$ cat src/rtl/iter_divider.sv
// Purpose : radix-2 restoring divider, signed or unsigned, quotient + remainder.
// Latency : WIDTH cycles from the acceptance edge to a one-cycle data_ok pulse.
// Backpr. : the requester holds valid until data_ok; one op in flight, flush aborts it.
//
// Ports:
//   clk, resetn        clock, async active-low reset
//   valid, is_signed   request level and signedness, sampled only at acceptance
//   srca, srcb         dividend, divisor, sampled only at acceptance
//   flush              abort the in-flight op; no data_ok, outputs keep their values
//   result, rem        registered quotient and remainder
//   data_ok            completion pulse (DONE state)
//   busy               high in BUSY and DONE
module iter_divider #(
    parameter int WIDTH = 64
) (
    input  logic             clk,
    input  logic             resetn,
    input  logic             valid,
    input  logic             is_signed,
    input  logic [WIDTH-1:0] srca,
    input  logic [WIDTH-1:0] srcb,
    input  logic             flush,
    output logic [WIDTH-1:0] result,
    output logic [WIDTH-1:0] rem,
    output logic             data_ok,
    output logic             busy
);

    localparam int CW = (WIDTH > 1) ? $clog2(WIDTH) : 1;

    typedef enum logic [1:0] {
        S_IDLE,
        S_BUSY,
        S_DONE
    } state_t;

    state_t           state_q, state_d;
    logic [CW-1:0]    count_q;
    logic [WIDTH-1:0] dvd_q;     // dividend shifting out, quotient bits shifting in
    logic [WIDTH-1:0] prem_q;    // partial remainder
    logic [WIDTH-1:0] dvs_q;     // divisor magnitude
    logic             neg_q_q;
    logic             neg_r_q;
    logic [WIDTH-1:0] result_q;
    logic [WIDTH-1:0] rem_q;

    logic [WIDTH-1:0] abs_a, abs_b;
    logic             neg_q_d, neg_r_d;
    logic [WIDTH:0]   shifted;
    logic             ge;
    logic [WIDTH-1:0] diff;
    logic [WIDTH-1:0] prem_nx, dvd_nx;
    logic             last_iter;

    // Operand magnitudes. -2^(W-1) maps onto itself, which is the correct
    // unsigned magnitude 2^(W-1), so no overflow special case is needed.
    always_comb begin
        abs_a   = (is_signed && srca[WIDTH-1]) ? -srca : srca;
        abs_b   = (is_signed && srcb[WIDTH-1]) ? -srcb : srcb;
        neg_r_d = is_signed & srca[WIDTH-1];
        // A zero divisor yields an all-ones quotient; forcing the quotient sign
        // positive keeps it all ones for signed requests as well.
        neg_q_d = is_signed & (srca[WIDTH-1] ^ srcb[WIDTH-1]) & (|srcb);
    end

    // One restoring step. The shifted remainder needs WIDTH+1 bits; when it is
    // >= divisor the difference is < divisor, so WIDTH bits of it are exact.
    always_comb begin
        shifted   = {prem_q, dvd_q[WIDTH-1]};
        ge        = (shifted >= {1'b0, dvs_q});
        diff      = shifted[WIDTH-1:0] - dvs_q;
        prem_nx   = ge ? diff : shifted[WIDTH-1:0];
        dvd_nx    = {dvd_q[WIDTH-2:0], ge};
        last_iter = (count_q == CW'(WIDTH - 1));
    end

    always_comb begin
        state_d = state_q;
        unique case (state_q)
            S_IDLE:  if (valid) state_d = S_BUSY;
            S_BUSY:  if (last_iter) state_d = S_DONE;
            S_DONE:  state_d = S_IDLE;
            default: state_d = S_IDLE;
        endcase
        if (flush) state_d = S_IDLE;
    end

    always_ff @(posedge clk or negedge resetn) begin
        if (!resetn) begin
            state_q <= S_IDLE;
        end else begin
            state_q <= state_d;
        end
    end

    always_ff @(posedge clk or negedge resetn) begin
        if (!resetn) begin
            count_q  <= '0;
            dvd_q    <= '0;
            prem_q   <= '0;
            dvs_q    <= '0;
            neg_q_q  <= 1'b0;
            neg_r_q  <= 1'b0;
            result_q <= '0;
            rem_q    <= '0;
        end else if (!flush) begin
            if (state_q == S_IDLE && valid) begin
                dvd_q   <= abs_a;
                dvs_q   <= abs_b;
                prem_q  <= '0;
                count_q <= '0;
                neg_q_q <= neg_q_d;
                neg_r_q <= neg_r_d;
            end else if (state_q == S_BUSY) begin
                dvd_q   <= dvd_nx;
                prem_q  <= prem_nx;
                count_q <= count_q + CW'(1);
                if (last_iter) begin
                    result_q <= neg_q_q ? -dvd_nx : dvd_nx;
                    rem_q    <= neg_r_q ? -prem_nx : prem_nx;
                end
            end
        end
    end

    assign result  = result_q;
    assign rem     = rem_q;
    assign data_ok = (state_q == S_DONE);
    assign busy    = (state_q != S_IDLE);

endmodule

$ cat config.mk
export PLATFORM = sky130hd
export DESIGN_NAME = iter_divider
export DESIGN_NICKNAME = d
export VERILOG_FILES = /design/src/rtl/iter_divider.sv
export SDC_FILE = /design/constraint.sdc
export NUM_CORES = 1
export LEC_CHECK = 0
export BUFFER_PORTS_ARGS = -buffer_cell sky130_fd_sc_hd__buf_4
export CAP_MARGIN = 10
export CELL_PAD_IN_SITES_DETAIL_PLACEMENT = 1
export CELL_PAD_IN_SITES_GLOBAL_PLACEMENT = 1
export CORE_ASPECT_RATIO = 1.25
export CORE_MARGIN = 4
export CORE_UTILIZATION = 45
export CTS_CLUSTER_DIAMETER = 120
export CTS_CLUSTER_SIZE = 28
export DETAILED_ROUTE_END_ITERATION = 7
export PLACE_DENSITY_LB_ADDON = 0.1
export SLEW_MARGIN = 20
export SYNTH_ARGS = -nofsm -noshare
export SYNTH_HDL_FRONTEND = slang
export SYNTH_SLANG_ARGS = --single-unit
export TNS_END_PERCENT = 1
$ cat constraint.sdc
create_clock -name clk -period 9.23 [get_ports clk]
set_clock_uncertainty 0.2 [all_clocks]
set_input_delay 0.4615 -clock clk [delete_from_list [all_inputs] [get_ports clk]]
set_output_delay 0.4615 -clock clk [all_outputs]
set_load 0.005 [all_outputs]
==> qor.csv, run 1 <==
stage;metric;value;unit
critical_path;critical path, cell by cell;ha_1 > a21oi_1 > o21ai_0 > a221o_1 > nor4b_2 > a211oi_4 > nand2_4 > inv_2 > mux2i_1 > ha_1 > nand3_1 > or3_1 > or2_1 > o31ai_4 > nand3_1 > or4_1 > o31ai_1 > xor2_1 > o21ai_1;
floorplan;row count;94;
synthesis;Post-Synthesis Cells;3012;
flow_run;max-cap viol count;0;
synthesis;Post-synth ARST share;100;%
detailed_routing;DR vias/cell;6.16;
detailed_routing;DR WL/cell;24.0;µm
worst_hold_path;class of the worst hold path;in2reg;
timing;Final Cycle Share;76.6;%
synthesis;sequential area share after synthesis;34.4;%
detailed_routing;vias;23600;
synthesis;post-synth top area cell;dfrtp_1;
synthesis;Top FF cell, synth;dfrtp_1;
detailed_routing;Starting DRT DRC Count;1362;
critical_path;crit path max fanout;21;
grt;antenna violations before repair;6;
clock_network;Sink Count;330;
pwr;Leak Pwr;11.7;nW
cells_and_area;final net count;3357;
clock_network;CTS H-tree depth;1;
detailed_routing;drt drc;0;
critical_path;slowest cell delay on critical path;0.61;ns
critical_path;CP arrival;7.26;ns
synthesis;Post-synth top cells;nand2_1, o21ai_0, dfrtp_1;
floorplan;initial core utilization;45.6;%
grt;vias in the first global route;24800;
placed_design;Placer Congestion;0.967;
synthesis;Post-Syn Area;0.0240;mm²
grt;total track usage;31.3;%
pwr;post-layout power;4.17;mW
timing;setup TNS;0;ns
floorplan;die area;0.0571;mm²
cells_and_area;layout cell share with drive strength beyond 1;11.9;%
floorplan;core area;0.0527;mm²
floorplan;Die Y;266;µm
timing;endpoints failing hold;0;
status;status;finished, final reports clean;
synthesis;Ys Warns;0;
timing;Setup Viol. Count Final;0;
synthesis;Synth top area share;34.4;%
cells_and_area;Final Cell Area;0.0269;mm²
placed_design;PortBufs;262;
clock_network;clock latency on the worst-skew pair;0.54;ns
synthesis;register bit count reported by yosys;330;
cells_and_area;area grow syn2layout;12.2;%
critical_path;R2R Setup Slk;2.16;ns
timing;Least-Margin Pin Slew;1.23;ns
grt;first-pass GRT wire length;144000;µm
critical_path;CP top delay family;simple AND/OR/NAND/NOR gates;
clock_network;CTS Buffer Depth;3;
placed_design;post-DP HPWL;71700;µm
grt;gr ovfl total;0;
floorplan;Die Wd;215;µm
clock_network;Clk pin slew, worst setup/hold paths;0.12;ns
synthesis;most instantiated library cell after synthesis;nand2_1;
detailed_routing;iteration count of the initial detailed-routing pass;6;
critical_path;crit end category;flip-flop;
critical_path;WP buf/inv;1;
synthesis;EDFF count, synth;0;
synthesis;top area cells in the synthesized netlist;dfrtp_1, o21ai_0, nand2_1;
pwr;maximum VDD drop;0.175;mV
critical_path;Startpoint Class;flip-flop;
critical_path;critical path required time;9.42;ns
detailed_routing;Antenna Nets Post-Route;0;
clock_network;CTS tree;built;
timing;Final Critical Period;7.07;ns
pwr;Pwr Density;155;mW/mm²
timing;Slew HR;16.8;%
synthesis;Net Count, Synth;3215;
clock_network;CTS Root Cell;clkbuf_16;
placed_design;Placement Cell Area;0.0263;mm²
timing;unrepaired setup endpoints after global routing;false;
critical_path;critical path type;reg2reg;
synthesis;Synth cell types;90;
grt;largest net degree at the start of global routing;117;
detailed_routing;detailed-route wire length;92100;µm
clock_network;TritonCTS Buffers;15;
synthesis;Post-Syn Area per Cell;7.97;µm²
timing;fmax;141;MHz
timing;fin. max-slew vios;0;
critical_path;CP max-delay cell;or4_1;
floorplan;I/O pin cnt;263;
worst min-delay path, delay by kind of cell:
kind / cells / cell delay, ns
XOR/XNOR: 1 / 0.06
AO/OA/AOI/OAI: 1 / 0.13
buffers and inverters: 1 / 0.09
worst paths after layout:
path,from,cells past startpoint,end
setup / recovery,prem_q[19]$_DFFE_PN0P_,19,rem[60]$_DFFE_PN0P_
hold / removal,srcb[52],3,dvs_q[52]$_DFFE_PN0P_
setup reg to reg,prem_q[19]$_DFFE_PN0P_,19,rem[60]$_DFFE_PN0P_
hold reg to reg,rem[38]$_DFFE_PN0P_,2,rem[38]$_DFFE_PN0P_
max in group asynchronous,resetn,4,result[0]$_DFFE_PN0P_
min in group asynchronous,resetn,2,dvs_q[23]$_DFFE_PN0P_
metrics by stage:
step | utilization (%) | std cells | hold WS [ns] | worst slack, ns
2_1_floorplan | - | 3012 | -0.0341 | 2.20
3_3_place_gp | 50.0 | 3795 | 0.264 | 2.43
3_5_place_dp | 50.0 | 3795 | 0.271 | 2.22
4_1_cts | 51.0 | 3826 | 0.00380 | 2.19
5_1_grt | 51.1 | 3828 | 0.0226 | 1.80
6_report | 51.1 | 3831 | 0.0195 | 2.16
cells in the final DEF (no fill, tap or decap), types with 9 or more instances in the layout:
cell type,n
o21ai_0,456
nand2_1,459
nor3_1,56
or4_1,18
a22oi_1,41
a21o_1,30
nor2b_1,12
o21ai_1,30
clkbuf_16,15
inv_1,97
nand3_1,50
o41ai_1,29
and3_1,16
a211oi_1,17
or3_1,58
o21a_1,12
a22o_1,16
a21oi_1,166
buf_4,288
nor2_1,167
dlygate4sd3_1,13
mux2i_1,41
o21bai_1,10
or2_2,17
nand4_1,52
dfrtp_1,329
o211ai_1,17
o31ai_1,46
or4_4,10
xor2_1,161
xnor2_1,122
nand3b_1,9
nand2b_1,13
and2_1,19
ha_1,69
nor4_1,41
a31oi_1,21
flip-flops by register name (all words and copies together), names as in the netlist:
signal / flops
count_q: 6
dvd_q: 64
dvs_q: 64
neg_q_q: 1
neg_r_q: 1
prem_q: 64
rem: 64
result: 64
state_q: 2
per-layer routing:
layer	GRT usage (%)	vias up	routed length (µm)
met5	0	-	13
met4	12.0	2	4110
met3	4.57	187	4260
met2	57.6	604	46900
met1	36.9	11800	36800
li1	-	11000	-
final cells by class:
type                       instances  area (µm²)
fill                            6441       25800
multi-input combinational       2406       14700
sequential                       330        8260
timing repair buffer             303        2330
tap                              672         841
clock buffer                      17         393
inverter                          98         368
clock inverter                     1        30.0
antenna                            4        10.0
power breakdown:
part | internal (mW) | switching [mW]
clock | 0.336 | 0.493
sequential | 1.60 | 0.187
combinational | 0.536 | 1.02
total | 2.47 | 1.70
repair_timing:
item	CTS	global route
hold buffers	13	0
endpoints found under the hold margin	88	0
setup buffers	0	0
gates resized for setup	0	0
cells by family after synthesis:
kind of cell | synth area share [%]
multiplexers | 1.85
XOR/XNOR | 10.3
buffers and inverters | 4.50
AND/OR/NAND/NOR | 20.9
AO/OA/AOI/OAI | 24.4
adder cells (fa/ha/maj) | 3.68
flip-flops | 34.4
(Power assumes the default switching activity.)
==> inputs of run 2 (changes only) <==
- CORE_UTILIZATION: 45 -> 41
- clock period: 9.23 -> 5.9 ns (I/O delays scaled with it)
==> qor.csv, run 2 (synthesized netlist as in run 1, its figures left out) <==
stage;metric;value;unit
status;status;finished, final reports clean;
cells_and_area;most frequent cells in the layout;nand2_1, o21ai_0, buf_4;
critical_path;slowest cell delay on critical path;0.48;ns
critical_path;reg2reg path depth;23;
floorplan;Die Y;279;µm
cells_and_area;commonest non-fill, non-tap cell in the layout;nand2_1;
critical_path;crit end category;flip-flop;
flow_run;max-cap viol count;0;
worst_hold_path;class of the worst hold path;in2reg;
critical_path;CP top delay family;simple AND/OR/NAND/NOR gates;
pwr;maximum VDD drop;0.271;mV
floorplan;initial core utilization;41.7;%
cells_and_area;final net count;3635;
critical_path;CP max-delay cell;or4_4;
timing;unrepaired setup endpoints after global routing;true;
detailed_routing;vias;24700;
grt;GRT Max-Usage Layer;met2;
grt;M3 GR Usage;3.44;%
detailed_routing;drt drc;0;
clock_network;clock latency on the worst-skew pair;0.55;ns
detailed_routing;DR WL/cell;23.8;µm
timing;fin. max-slew vios;0;
clock_network;Sink Count;330;
worst_hold_path;Hold EP;dvd_q[3]$_DFFE_PN0P_;
cells_and_area;layout cell share with drive strength beyond 1;16.4;%
timing;Slew HR;36.7;%
floorplan;core area;0.0576;mm²
detailed_routing;Starting DRT DRC Count;1419;
critical_path;critical path required time;6.12;ns
timing;setup TNS;0;ns
worst_hold_path;hold path start;srca[3];
grt;vias in the first global route;26500;
critical_path;crit path max fanout;3;
timing;Final Critical Period;5.70;ns
worst_hold_path;hold depth;5;
timing;endpoints failing hold;0;
grt;M2 GR Usage;57.8;%
timing;Least-Margin Pin Slew;0.950;ns
placed_design;worst slack at placement;-0.241;ns
timing;worst hold margin;0.0145;ns
detailed_routing;iteration count of the initial detailed-routing pass;6;
timing;fmax;175;MHz
grt;largest net degree at the start of global routing;131;
grt;first-pass GRT wire length;155000;µm
placed_design;PortBufs;262;
grt;Global Route met1 Usage;36.3;%
clock_network;CTS Root Cell;clkbuf_16;
cells_and_area;area grow syn2layout;23.8;%
pwr;post-layout power;6.88;mW
floorplan;row count;98;
cells_and_area;Final Cell Area;0.0297;mm²
pwr;Pwr Density;231;mW/mm²
clock_network;CTS H-tree depth;1;
floorplan;Die Wd;224;µm
grt;antenna violations before repair;3;
critical_path;WP buf/inv;5;
clock_network;Clk pin slew, worst setup/hold paths;0.12;ns
grt;total track usage;30.8;%
critical_path;critical path type;reg2reg;
floorplan;die area;0.0625;mm²
clock_network;CTS tree;built;
critical_path;critical path, cell by cell;inv_2 > ha_4 > nor2b_1 > o2111a_2 > o2111a_1 > or3_4 > a211oi_4 > nand2_4 > buf_4 > buf_4 > o21ai_1 > ha_1 > nand3_1 > or3_4 > or2_1 > o31ai_4 > buf_12 > nand3_1 > or4_4 > buf_4 > o21ai_1 > xnor2_1 > o21ai_1;
placed_design;Placer Congestion;0.943;
timing;Setup Viol. Count Final;0;
timing;PnR worst setup slack;0.199;ns
detailed_routing;detailed-route wire length;99700;µm
detailed_routing;DR vias/cell;5.91;
clock_network;CTS Buffer Depth;3;
pwr;Leak Pwr;13.0;nW
critical_path;R2R Setup Slk;0.20;ns
critical_path;reg2reg start;dvs_q[1]$_DFFE_PN0P_;
critical_path;r2r endpoint;rem[62]$_DFFE_PN0P_;
critical_path;CP arrival;5.92;ns
critical_path;Startpoint Class;flip-flop;
clock_network;TritonCTS Buffers;15;
floorplan;I/O pin cnt;263;
placed_design;post-DP HPWL;75000;µm
detailed_routing;Antenna Nets Post-Route;0;
grt;gr ovfl total;0;
timing;Final Cycle Share;96.6;%
placed_design;Placement Cell Area;0.0278;mm²
run 2: cell types whose count changed in the layout (fill, tap and decap cells not counted), moves of 3 or more:
cell	change
dlygate4sd3_1	+119
ha_2	+6
o21ai_2	+3
ha_4	+4
nor4_4	+3
buf_4	+150
ha_1	-10
buf_12	+7
run 2: what timing repair did:
item | in CTS | in global routing
endpoints found under the hold margin | 218 | 0
setup endpoints to repair | 10 | 13
pin swaps | 1 | 7
hold buffers | 132 | 0
gates resized for setup | 6 | 24
setup buffers | 0 | 2
run 2: worst max path at each step:
| stage | from | to | slack, ns | cells after the start |
|---|---|---|---|---|
| 2_1_floorplan | prem_q[10]$_DFFE_PN0P_ | result[56]$_DFFE_PN0P_ | -0.45 | 29 |
| 3_3_place_gp | prem_q[43]$_DFFE_PN0P_ | rem[58]$_DFFE_PN0P_ | -0.1 | 21 |
| 3_5_place_dp | prem_q[43]$_DFFE_PN0P_ | rem[60]$_DFFE_PN0P_ | -0.24 | 20 |
| 4_1_cts | dvs_q[1]$_DFFE_PN0P_ | result[62]$_DFFE_PN0P_ | 0.005 | 22 |
| 5_1_grt | dvs_q[1]$_DFFE_PN0P_ | rem[62]$_DFFE_PN0P_ | -0.03 | 23 |
| 6_report | dvs_q[1]$_DFFE_PN0P_ | rem[62]$_DFFE_PN0P_ | 0.20 | 23 |
run 2: worst min-delay path, delay by kind of cell:
family,cells,cell delay [ns]
buffers and inverters,1,0.11
AO/OA/AOI/OAI,2,0.19
AND/OR/NAND/NOR,1,0.06
XOR/XNOR,1,0.07
run 2: area by class of cell:
| type | instances | area (µm²) |
|---|---|---|
| clock buffer | 19 | 400 |
| fill | 6953 | 27900 |
| multi-input combinational | 2406 | 14900 |
| sequential | 330 | 8260 |
| timing repair buffer | 581 | 4830 |
| tap | 750 | 938 |
| inverter | 98 | 375 |
| antenna | 3 | 7.51 |
| clock inverter | 1 | 5.00 |
run 2: report_power, final:
part / switching [mW] / internal, mW / total, mW / leakage [nW]
Clock: 0.785 / 0.488 / 1.27 / 0.200
Sequential: 0.280 / 2.50 / 2.78 / 4.40
Combinational: 1.73 / 1.10 / 2.83 / 8.43
Total: 2.80 / 4.08 / 6.88 / 13.0
run 2: through the flow:
step           utilization [%]  cells
6_report                  51.6   4188
5_1_grt                   51.6   4188
4_1_cts                   51.2   4180
3_5_place_dp              48.2   4028
3_3_place_gp              48.2   4028
2_1_floorplan                -   3012
run 2: per-layer routing:
layer  wire length, µm  up-vias
met5                13        -
met4              4070        2
met3              4200      188
met2             52100      626
met1             39300    12400
li1                  -    11600
==> inputs of run 3 (changes only) <==
- BUFFER_PORTS_ARGS: -buffer_cell sky130_fd_sc_hd__buf_4 -> -buffer_cell sky130_fd_sc_hd__buf_2
- GPL_ROUTABILITY_DRIVEN: not set -> 0
==> qor.csv, run 3 (synthesized netlist as in run 1, its figures left out) <==
stage;metric;value;unit
timing;unrepaired setup endpoints after global routing;false;
floorplan;core area;0.0576;mm²
grt;M2 GR Usage;53.9;%
critical_path;critical path type;reg2reg;
status;status;finished, final reports clean;
critical_path;crit path max fanout;4;
clock_network;CTS tree;built;
timing;fin. max-slew vios;0;
timing;PnR worst setup slack;0.193;ns
pwr;post-layout power;6.74;mW
cells_and_area;commonest non-fill, non-tap cell in the layout;nand2_1;
cells_and_area;fill count;7075;
critical_path;CP top delay family;simple AND/OR/NAND/NOR gates;
critical_path;critical path required time;6.12;ns
detailed_routing;detailed-route wire length;95600;µm
worst_hold_path;class of the worst hold path;in2reg;
timing;Least-Margin Pin Slew;1.05;ns
timing;endpoints failing hold;0;
detailed_routing;DR vias/cell;5.95;
critical_path;CP max-delay cell;or4_4;
critical_path;Startpoint Class;flip-flop;
timing;fmax;175;MHz
timing;Setup Viol. Count Final;0;
grt;first-pass GRT wire length;150000;µm
clock_network;TritonCTS Buffers;15;
timing;Final Critical Period;5.71;ns
grt;total track usage;29.6;%
clock_network;CTS H-tree depth;1;
pwr;maximum VDD drop;0.261;mV
grt;vias in the first global route;26400;
critical_path;critical path, cell by cell;inv_2 > ha_4 > nor2b_1 > o2111a_1 > o2111a_1 > or3_4 > a211oi_4 > nand2_4 > inv_6 > ha_4 > nand2b_1 > nand2b_4 > or2_4 > or2b_1 > or2_4 > nand2b_4 > or4_4 > or4_4 > or2_4 > o21ai_2 > xor2_1 > o21ai_1;
grt;GRT Max-Usage Layer;met2;
detailed_routing;Starting DRT DRC Count;1410;
placed_design;PortBufs;262;
detailed_routing;iteration count of the initial detailed-routing pass;5;
placed_design;post-DP HPWL;71700;µm
cells_and_area;Layout Utilization;49.5;%
floorplan;Die Y;279;µm
clock_network;Sink Count;330;
critical_path;most frequent CP cell;or2_4;
cells_and_area;layout cell share with drive strength beyond 1;15.4;%
critical_path;crit end category;flip-flop;
detailed_routing;Antenna Nets Post-Route;0;
critical_path;WP buf/inv;2;
pwr;Leak Pwr;12.6;nW
clock_network;CTS Root Cell;clkbuf_16;
flow_run;max-cap viol count;0;
timing;Final Cycle Share;96.7;%
grt;largest net degree at the start of global routing;145;
critical_path;CP arrival;5.93;ns
grt;gr ovfl total;0;
clock_network;clock latency on the worst-skew pair;0.56;ns
placed_design;Placed Instances;3976;
detailed_routing;vias;24600;
cells_and_area;Final Non-Filler Cells;4133;
detailed_routing;drt drc;0;
cells_and_area;final net count;3579;
floorplan;row count;98;
floorplan;I/O pin cnt;263;
clock_network;Clk pin slew, worst setup/hold paths;0.12;ns
cells_and_area;Final Cell Area;0.0286;mm²
placed_design;Placement Cell Area;0.0267;mm²
floorplan;Die Wd;224;µm
grt;M3 GR Usage;3.77;%
cells_and_area;area grow syn2layout;19.0;%
grt;antenna violations before repair;6;
detailed_routing;DR WL/cell;23.1;µm
cells_and_area;most frequent cells in the layout;nand2_1, o21ai_0, dfrtp_1;
timing;Slew HR;30.1;%
grt;Global Route met1 Usage;35.3;%
critical_path;slowest cell delay on critical path;0.52;ns
pwr;Pwr Density;236;mW/mm²
clock_network;CTS Buffer Depth;3;
placed_design;worst slack at placement;-0.0298;ns
floorplan;die area;0.0625;mm²
floorplan;initial core utilization;41.7;%
critical_path;R2R Setup Slk;0.19;ns
==> run 3: changes by cell type in the layout (fill, tap and decap cells not counted), moves of 3 or more <==
cell	delta
ha_1	-5
buf_4	-306
dlygate4sd3_1	-6
buf_2	+261
nor4_2	+3
ha_2	+4
==> run 3: tightest hold or removal path, cell delays in order <==
cell	delay, ns
buf_2	0.13
xnor2_1	0.10
nand2_1	0.11
o21ai_0	0.10
==> run 3: repair_timing <==
action,CTS,global route
hold buffers,125,1
endpoints found under the setup margin,3,20
pin swaps,0,6
gates resized for setup,2,33
hold endpoints to repair,220,1
setup buffers,0,6
==> run 3: power breakdown <==
group | switching (mW) | total (mW) | internal (mW)
sequential | 0.284 | 2.78 | 2.50
clock | 0.798 | 1.27 | 0.475
combinational | 1.69 | 2.69 | 1.00
==> run 3: through the flow <==
step | TNS (ns) | hold WS [ns]
6_report | 0 | 0.0140
5_1_grt | 0 | 0.0177
4_1_cts | 0 | 0.00256
3_5_place_dp | -0.0315 | 0.210
3_3_place_gp | 0 | 0.195
2_1_floorplan | -3.80 | -0.201
==> run 3: path summary, 6_finish.rpt <==
kind / from / to / cells after the start
min: srcb[3] / dvs_q[3]$_DFFE_PN0P_ / 4
min reg2reg: rem[46]$_DFFE_PN0P_ / rem[46]$_DFFE_PN0P_ / 2
min in group asynchronous: resetn / rem[17]$_DFFE_PN0P_ / 2
max in group asynchronous: resetn / neg_q_q$_DFFE_PN0P_ / 3
max: dvs_q[1]$_DFFE_PN0P_ / result[56]$_DFFE_PN0P_ / 22
max reg2reg: dvs_q[1]$_DFFE_PN0P_ / result[56]$_DFFE_PN0P_ / 22
==> run 3: metal layers <==
layer	up-vias	share of wire [%]
met5	-	0.014
met4	2	4.4
met2	649	51
li1	11500	-
met3	191	4.5
met1	12200	40
==> run 3: final cells by class <==
cell class                      instances  area (µm²)  share of cell area (%)
Tap cell                              750         938                    3.29
Clock inverter                          1        7.51                  0.0263
Antenna cell                            5        12.5                  0.0438
Inverter                               98         373                    1.31
Timing Repair Buffer                  525        3670                    12.9
Sequential cell                       330        8260                    28.9
Clock buffer                           18         387                    1.35
Multi-Input combinational cell       2406       14900                    52.2
